===== src/rtl/parity_push_stage.sv =====
// Parity-encoding push stage: appends a parity bit to each producer word and
// feeds the FIFO through a 2-entry skid buffer (OUT + SKID) with debug counters.
module parity_push_stage #(
  parameter int DATA_WIDTH = 32,
  parameter int EVEN_ODD   = 0,
  parameter int PARITY_BIT = 0
) (
  input  logic                  clk,
  input  logic                  rst,
  input  logic [DATA_WIDTH-1:0] in_data_i,
  input  logic                  in_corrupt_i,
  input  logic                  in_valid_i,
  output logic                  in_grant_o,
  output logic [DATA_WIDTH:0]   push_data_o,
  output logic                  push_valid_o,
  input  logic                  push_grant_i,
  output logic [15:0]           word_count_o,
  output logic [15:0]           corrupt_count_o
);

  localparam int W = DATA_WIDTH + 1;

  typedef enum logic [1:0] {EMPTY, ONE, FULL} state_t;

  state_t         state, state_nxt;
  logic [W-1:0]   enc_data, out_data, skid_data;
  logic           parity, out_corrupt, skid_corrupt;
  logic           accept, deliver;
  logic           load_out_in, load_out_skid, load_skid;
  logic [15:0]    word_cnt, corrupt_cnt;

  // Encode before storage so both registers hold ready-to-push words.
  always_comb begin
    parity = (^in_data_i) ^ (EVEN_ODD != 0) ^ in_corrupt_i;
    if (PARITY_BIT != 0) enc_data = {parity, in_data_i};
    else                 enc_data = {in_data_i, parity};
  end

  assign accept       = in_valid_i & in_grant_o;
  assign deliver      = push_valid_o & push_grant_i;
  assign push_valid_o = (state != EMPTY);
  assign push_data_o  = out_data;
  assign word_count_o    = word_cnt;
  assign corrupt_count_o = corrupt_cnt;

  always_comb begin
    state_nxt     = state;
    load_out_in   = 1'b0;
    load_out_skid = 1'b0;
    load_skid     = 1'b0;
    case (state)
      EMPTY: if (accept) begin
        state_nxt   = ONE;
        load_out_in = 1'b1;
      end
      ONE: begin
        if (accept && !deliver) begin
          state_nxt = FULL;
          load_skid = 1'b1;
        end else if (accept && deliver) begin
          load_out_in = 1'b1;
        end else if (deliver) begin
          state_nxt = EMPTY;
        end
      end
      FULL: if (deliver) begin
        state_nxt     = ONE;
        load_out_skid = 1'b1;
      end
      default: state_nxt = EMPTY;
    endcase
  end

  always_ff @(posedge clk or posedge rst) begin
    if (rst) begin
      state        <= EMPTY;
      in_grant_o   <= 1'b0;
      out_data     <= '0;
      out_corrupt  <= 1'b0;
      skid_data    <= '0;
      skid_corrupt <= 1'b0;
    end else begin
      state      <= state_nxt;
      in_grant_o <= (state_nxt != FULL);
      if (load_out_in) begin
        out_data    <= enc_data;
        out_corrupt <= in_corrupt_i;
      end else if (load_out_skid) begin
        out_data    <= skid_data;
        out_corrupt <= skid_corrupt;
      end
      if (load_skid) begin
        skid_data    <= enc_data;
        skid_corrupt <= in_corrupt_i;
      end
    end
  end

  // Word count wraps; corrupt count saturates so a long soak stays readable.
  always_ff @(posedge clk or posedge rst) begin
    if (rst) begin
      word_cnt    <= '0;
      corrupt_cnt <= '0;
    end else if (deliver) begin
      word_cnt <= word_cnt + 16'd1;
      if (out_corrupt && corrupt_cnt != 16'hFFFF) corrupt_cnt <= corrupt_cnt + 16'd1;
    end
  end

endmodule


===== config.mk =====
export PLATFORM = sky130hd
export DESIGN_NAME = parity_push_stage
export DESIGN_NICKNAME = d
export VERILOG_FILES = /design/src/rtl/parity_push_stage.sv
export SDC_FILE = /design/constraint.sdc
export NUM_CORES = 1
export LEC_CHECK = 0
export ABC_AREA = 1
export CAP_MARGIN = 10
export CORE_ASPECT_RATIO = 0.7
export CORE_MARGIN = 4
export CORE_UTILIZATION = 56
export CTS_BUF_LIST = sky130_fd_sc_hd__clkbuf_4 sky130_fd_sc_hd__clkbuf_8 sky130_fd_sc_hd__clkbuf_16
export CTS_CLUSTER_DIAMETER = 100
export DETAILED_ROUTE_END_ITERATION = 10
export PLACE_DENSITY_LB_ADDON = 0.1
export SYNTH_ARGS = -nofsm -noshare
export SYNTH_HDL_FRONTEND = slang
export SYNTH_SLANG_ARGS = --single-unit

===== constraint.sdc =====
create_clock -name clk -period 8.58 [get_ports clk]
set_input_delay 1.716 -clock clk [delete_from_list [all_inputs] [get_ports clk]]
set_output_delay 1.716 -clock clk [all_outputs]
set_load 0.03 [all_outputs]

# Word level (Yosys, flattened, before mapping)
# Cells that the tools add are included.
# word_totals
ff_bits	103
latch_bits	0
mem_bits_rw	0
rom_bits	0
input_bits	37
output_inout_bits	67
wordCells	44
n_memories	0
# op_classes
addsub	2
multipliers	0
n_div	0
order_cmp	0
n_eq_ne	4
n_shift	0
muxes	18
n_bitwise	3
reduce_logical	9
# ops
op	n
33-bit two-way mux	2
16-bit by 1-bit adder with 16-bit output (second input constant)	2
32-bit XOR reduction	1
16-bit != test (second input constant)	1
2-bit two-way mux	5
1-bit two-way mux	9
2-bit case mux with 3 select lines	1
2-bit nonzero test	2
1-bit logical AND	3
1-bit AND	2
2-bit by 1-bit equality test with 1-bit output (second input constant)	1
2-bit equality test (second input constant)	1
2-bit logical NOT	1
2-bit != test (second input constant)	1
1-bit case mux with 2 select lines	1
2-bit AND reduction	1
1-bit logical NOT	1
1-bit bitwise XOR	1

# Logic depth before layout (Yosys ltp)
# Gate-level depths: netlist of run 1.
# logic_depth
ltp_word	7
ltp_mapped	14
ltp_nobuf	14

# Worst setup path before layout of run 1
# No wires, ideal clock.
# synth_path
path_type	input port to flip-flop
from	input port in_valid_i
to	register skid_data[10]
setup_time_ps	83
arrival_ps	2594
required_ps	8497
slack_ps	5903
stages	7
n_path_buf	1
path_cell_list	nand2_1 nor2_1 nand2_1 inv_1 clkbuf_1 nand2_1 o21ai_0
# synth_between
elab_chain_cells	4
# synth_rtl
element	line_no	text
from (decl)	12	input logic in_valid_i,
1-bit AND	39	assign accept = in_valid_i & in_grant_o;
1-bit logical AND	57	if (accept && !deliver) begin
1-bit two-way mux	57	
1-bit two-way mux	51	case (state)
to (signal assigned)	93	skid_data <= enc_data;
to (decl)	26	logic [W-1:0] enc_data, out_data, skid_data;
# Every way passes these cells.
# A chain may end at the register's enable or synchronous reset.

# Worst setup path in the final report of run 1
# layout_path
from	input port push_grant_i
to	register out_data[5] (netlist: push_data_o[5])
# layout_between
elab_chain_cells	6
word_cells_on_any_way	11
classes_between	mux: 6; bitwise: 1; reduce/logical: 4
# layout_rtl
element	line_no	text
from (decl)	16	input logic push_grant_i,
1-bit AND (*)	40	assign deliver = push_valid_o & push_grant_i;
1-bit logical AND / 1-bit logical NOT (equally long branches)	60, 57	
1-bit two-way mux / 1-bit logical AND (equally long branches)	60, 57	
1-bit two-way mux	57	
1-bit case mux with 2 select lines	51	
33-bit two-way mux / 2-bit nonzero test (equally long branches)	n/a	
to (signal assigned)	86	out_data <= enc_data;
to (signal assigned)	89	out_data <= skid_data;
to (decl)	26	
# Every way passes the cells marked *; elsewhere a longest branch is shown, timed or not.

==> flow_metrics.py, run 1 <==
metrics = {
    "power": {
        "pwr-share-comb": 0.411,
        "clockPowerShare": 0.203,
        "internal_power_mw": 1.238,
        "p_sw_frac": 0.3959,
        "p_seq_frac": 0.386,
        "leakage_nw": 3.241,
        "vdd_drop_max_mv": 0.1326,
        "power_mw": 2.050,
        "power_density_nw_per_um2": 307.0,
        "power_switching_mw": 0.8116,
    },
    "setup_path": {
        "start_kind": "input pin",
        "worst-path-max-fanout": 52,
        "critPathArrivalTime_ps": 4910,
        "crit_family": "buffers and inverters",
        "max_stage_delay_ps": 930,
        "endpoint_kind": "register",
        "worstPathRequired_ps": 8770,
        "critPathKind": "input pin to register",
        "crit_slowest_cell": "clkdlybuf4s50_1",
        "crit_buf_inv": 3,
        "worstSetupStartpoint": "push_grant_i",
        "r2r-start": "state[0]",
        "path_cells": "clkdlybuf4s50_1 -> nor2_1 -> inv_1 -> nand2_2 -> clkinv_1 -> nand2_1 -> o211ai_1",
    },
    "sta": {
        "min_period_ps": 4727,
        "worstMarginPinSlew_ps": 1003,
        "finalSetupTns_ps": 0,
        "finClkSkew_ps": 7.024,
        "finalSetupViolCount": 0,
        "max_freq_mhz": 211.5,
        "drv_slew": 0,
        "hold_violations": 0,
        "slew_headroom": 0.3292,
        "rsz0062_at_grt": "false",
        "fin_crit_sh": 0.5510,
    },
    "floorplanning": {
        "fp.coreArea_sq_um": 9107,
        "io_pins": 104,
        "placement_rows": 29,
        "die_y_um": 89.05,
        "die_area_sq_um": 11020,
        "fp.dieW_um": 123.8,
        "start_util": 0.5770,
    },
    "cells_and_area": {
        "syn_to_final_growth_pct": 27.07,
        "drive_above_1_share": 0.05200,
        "multi_input_area_sq_um": 2288,
        "n_fill_cell": 698,
        "layout.nets": 784,
        "final_core_util": 0.7332,
        "ff_latch_area_sq_um": 2577,
        "antenna_cells": 0,
    },
    "clocking": {
        "path_clk_slew_ps": 70,
        "clock-root-buffer": "clkbuf_16",
        "postCtsHoldBufs": 0,
        "clk_path_buf_depth": 2,
        "cts_resized": 0,
        "clkLatencyLatePin_ps": 350,
        "cts_tree": "yes",
        "cts_setup_buffers": 0,
        "cts-htree-levels": 3,
        "clkSinkCount": 103,
        "cts_buffers": 9,
    },
    "yosys": {
        "synthesis.nets": 690,
        "yosys.cell_count.top_type": "nand2_1",
        "synth_seq_cells": 103,
        "yosys_most_used_dff": "dfrtp_1",
        "synth_cell_types": 31,
        "synth_cells": 651,
        "synth_area_sq_um": 5255,
        "ys.warnings.count": 0,
        "async_flop_share": 1.000,
        "synth_top_area_cell": "dfrtp_1",
        "synth_top_area_share": 0.4905,
        "netlist_top_cells_area": "dfrtp_1 (49%), nand2_1 (15%), nand3_1 (6.6%)",
        "ys_seq_area_frac": 0.4905,
        "synth_edf_count": 0,
        "synth_common_cells": "nand2_1 (209), dfrtp_1 (103), inv_1 (78)",
        "synth.avg_cell_area_sq_um": 8.072,
    },
    "routing": {
        "first_pass_iters": 5,
        "wire_per_inst_um": 14.41,
        "drtIter0Drc": 410,
        "drtAntennaViolNets": 0,
        "drcViolationCount": 0,
        "vias": 4651,
        "vias_per_cell": 5.322,
        "totalWireLength_um": 12590,
    },
    "outcome": {
        "status": "complete, no violations",
    },
    "worst_hold_path": {
        "hold_start": "skid_data[0]",
        "hold_path.class": "register to register",
    },
    "place": {
        "place_hpwl_um": 8653,
        "place_congestion": 0.8337,
        "port_buffers": 103,
    },
    "grt": {
        "antenna_found_initial": 0,
        "grt_pass1_wl_um": 20640,
        "grt_overflow": 0,
        "grt_pass1_vias": 4401,
        "grt_max_degree": 80,
        "track_usage": 0.2363,
    },
    "job": {
        "max_cap_viol_count": 0,
    },
}
tightest hold or removal path: cells and delay by family (launching register included):
family / cells / cell delay, ps
simple gates: 2 / 110
flops: 1 / 350
layer usage:
layer	share of wire	up-vias	global-route usage
li1	-	2259	-
met1	0.44	2234	0.3201
met2	0.49	142	0.3943
met3	0.057	16	0.04491
met4	0.013	0	0.06432
met5	0	-	0
state kept, by name, indices dropped and copies added, names as in the netlist:
name / count
push_data_o: 33
skid_corrupt: 1
state: 2
in_grant_o: 1
corrupt_count_o: 16
word_count_o: 16
out_corrupt: 1
skid_data: 33
power groups by stage:
stage | Combinational [mW] | Clock (mW) | Sequential (mW)
after floorplan | 0.329 | 0 | 0.972
after global placement | 0.816 | 0 | 0.790
after detailed placement | 0.842 | 0 | 0.796
after CTS | 0.849 | 0.422 | 0.790
after global routing | 0.919 | 0.439 | 0.814
final | 0.843 | 0.415 | 0.791
cell usage in the layout, fill, tap and decap left out, types with 2 or more instances in the layout:
cell,count
inv_1,77
inv_2,2
dfrtp_1,103
nand3_2,2
a21oi_1,2
nand4_1,4
nor2_1,24
ha_1,2
nor3_2,2
buf_4,2
nor3_1,3
nor2_4,4
nand3_1,69
xor2_1,26
o21ai_0,37
o211ai_1,32
xnor2_1,16
nand2_2,5
clkinvlp_4,3
nor4_1,3
nand2_1,207
clkdlybuf4s50_1,103
clkbuf_16,9
layout make-up:
class | instances | share of cell area
clock inverter | 5 | 0.008619
tap | 124 | 0.02323
timing repair buffer | 105 | 0.1566
clock buffer | 11 | 0.03691
inverter | 81 | 0.04591
multi-input combinational | 445 | 0.3427
sequential | 103 | 0.3860
worst paths after layout:
kind                                 endpoint  slack [ps]  cells past startpoint
setup / recovery               push_data_o[5]        3850                      7
hold reg to reg                  skid_data[0]         490                      2
max in group asynchronous     push_data_o[27]        5610                      3
setup reg to reg               push_data_o[5]        5960                      7
min in group asynchronous  corrupt_count_o[7]        1690                      2
hold / removal                   skid_data[0]         490                      2
cell families after synthesis:
family | Yosys count | synth area share
flops | 103 | 0.4905
compound gates | 73 | 0.08572
simple gates | 327 | 0.2719
buf+inv | 103 | 0.07500
mux | 1 | 0.002143
xor+xnor | 42 | 0.07000
fa+ha+maj | 2 | 0.004761
per-stage QoR:
stage          hold WS, ps  area (sq um)  worst slack [ps]  cells
6_report             488.4          6678              3853    874
5_1_grt              509.7          6678              3566    874
3_5_place_dp         470.5          6374              3582    858
4_1_cts              485.9          6678              3906    874
2_1_floorplan        449.9          5255              4160    651
3_3_place_gp         459.5          6374              3609    858
(Power assumes the default switching activity.)
==> inputs of run 2 (changes only) <==
Settings changed: CORE_UTILIZATION 56 to 52.
Clock period 8.58 ns to 4.4 ns, I/O delays scaled along.
==> run 2 against run 1 <==
Against the previous run: via count grew 0.67%; hold slack lost 15 ps; power increased by 95%; routed wire length is 0.69% lower; flip-flop and latch count is the same; setup slack worse by 2700 ps.
==> flow_metrics.py, run 2 (same netlist as run 1, synthesis figures left out) <==
metrics = {
    "outcome": {
        "status": "complete, no violations",
    },
    "setup_path": {
        "critPathArrivalTime_ps": 3410,
        "worst-r2r-setup-slack_ps": 2300,
        "crit_family": "buffers and inverters",
        "worst-path-max-fanout": 26,
        "reg2reg_depth": 7,
        "endpoint_kind": "register",
        "path_cells": "clkdlybuf4s50_1 -> buf_4 -> nor2_1 -> inv_1 -> nand2_2 -> clkinv_1 -> nand2_1 -> o211ai_1",
        "worstPathRequired_ps": 4590,
        "crit_slowest_cell": "clkdlybuf4s50_1",
        "r2r-end": "push_data_o[8]",
        "critPathKind": "input pin to register",
        "r2r-start": "state[0]",
        "max_stage_delay_ps": 640,
        "crit_buf_inv": 4,
        "start_kind": "input pin",
    },
    "cells_and_area": {
        "stdcell_count": 882,
        "antenna_cells": 0,
        "stdcell_area_sq_um": 6713,
        "final_common_cell": "nand2_1",
        "layout.nets": 788,
        "final_cell_mix": "nand2_1 (207), dfrtp_1 (103), clkdlybuf4s50_1 (103)",
        "drive_above_1_share": 0.05703,
        "final_core_util": 0.6878,
        "syn_to_final_growth_pct": 27.74,
    },
    "clocking": {
        "clkLatencyLatePin_ps": 340,
        "cts_tree": "yes",
        "cts_setup_buffers": 0,
        "cts_buffers": 9,
        "clk_path_buf_depth": 2,
        "clock-root-buffer": "clkbuf_16",
        "postCtsHoldBufs": 0,
        "cts_resized": 0,
        "cts-htree-levels": 3,
        "path_clk_slew_ps": 70,
        "clkSinkCount": 103,
    },
    "routing": {
        "totalWireLength_um": 12500,
        "drcViolationCount": 0,
        "drtAntennaViolNets": 0,
        "first_pass_iters": 4,
        "drtIter0Drc": 314,
        "vias_per_cell": 5.308,
        "wire_per_inst_um": 14.18,
        "vias": 4682,
    },
    "floorplanning": {
        "die_y_um": 92.11,
        "fp.dieW_um": 128.2,
        "placement_rows": 30,
        "die_area_sq_um": 11800,
        "fp.coreArea_sq_um": 9759,
        "start_util": 0.5385,
        "io_pins": 104,
    },
    "grt": {
        "grt_max_degree": 52,
        "grt_pass1_wl_um": 20910,
        "grt_pass1_vias": 4522,
        "antenna_found_initial": 0,
        "track_usage": 0.2170,
        "grt_overflow": 0,
    },
    "place": {
        "place_congestion": 0.8567,
        "placed_area_sq_um": 6409,
        "dp.cells": 866,
        "place_hpwl_um": 8867,
        "port_buffers": 103,
    },
    "power": {
        "power_density_nw_per_um2": 595.8,
        "leakage_nw": 3.269,
        "vdd_drop_max_mv": 0.2803,
    },
    "sta": {
        "hold_violations": 0,
        "slew_headroom": 0.3548,
        "drv_slew": 0,
        "max_freq_mhz": 310.2,
        "fin_crit_sh": 0.7326,
        "finalSetupViolCount": 0,
        "rsz0062_at_grt": "false",
        "finalSetupTns_ps": 0,
        "whs_ps": 473.4,
        "min_period_ps": 3223,
        "worstMarginPinSlew_ps": 964.3,
        "finClkSkew_ps": 5.707,
    },
    "worst_hold_path": {
        "whs_path_depth": 1,
        "hold_start": "word_count_o[15]",
        "hold_path.class": "register to register",
        "hold_end": "word_count_o[15]",
    },
    "job": {
        "max_cap_viol_count": 0,
    },
}
-- run 2: power by group --
| part | switching, mW | total (mW) | leakage, nW | internal, mW |
|---|---|---|---|---|
| combinational | 0.992 | 1.64 | 1.85 | 0.646 |
| sequential | 0.232 | 1.54 | 1.27 | 1.31 |
| clock | 0.342 | 0.817 | 0.150 | 0.475 |
-- run 2: worst max-delay path by stage --
stage                               to  cells past startpoint    startpoint  slack (ps)
global placement       push_data_o[11]                      8  push_grant_i         920
global route           push_data_o[14]                      8  push_grant_i         970
finish                  push_data_o[8]                      8  push_grant_i        1180
detailed placement      push_data_o[8]                      8  push_grant_i         850
CTS                     push_data_o[8]                      8  push_grant_i        1200
floorplan           corrupt_count_o[0]                      1           rst         820
-- run 2: layout make-up --
type                       instances  area (sq um)
clock buffer                      13         261.5
clock inverter                     3         42.54
fill                             790          3047
inverter                          81         306.5
multi-input combinational        445          2288
sequential                       103          2577
tap                              128         160.2
timing repair buffer             109          1076
-- run 2: worst reg2reg max path, cell delays in order, from the launching register on --
cell	delay [ps]
dfrtp_1	360
inv_2	60
nor2_1	120
inv_1	80
nand2_2	390
clkinv_1	630
nand2_1	200
o211ai_1	110
-- run 2: layer usage --
layer | track usage | up-vias | routed length [um] | part of all wire
met5 | 0 | - | 0 | 0
met3 | 0.04715 | 23 | 707 | 0.057
met2 | 0.3493 | 140 | 5810 | 0.46
met4 | 0.07597 | 0 | 265 | 0.021
met1 | 0.2905 | 2235 | 5721 | 0.46
li1 | - | 2284 | - | -
-- run 2: metrics by stage --
stage          total power, mW  worst slack (ps)
6_report                 4.000              1177
5_1_grt                  4.241             968.3
4_1_cts                  4.023              1201
3_5_place_dp             3.199             845.4
3_3_place_gp             3.148             922.4
2_1_floorplan            2.537             816.2
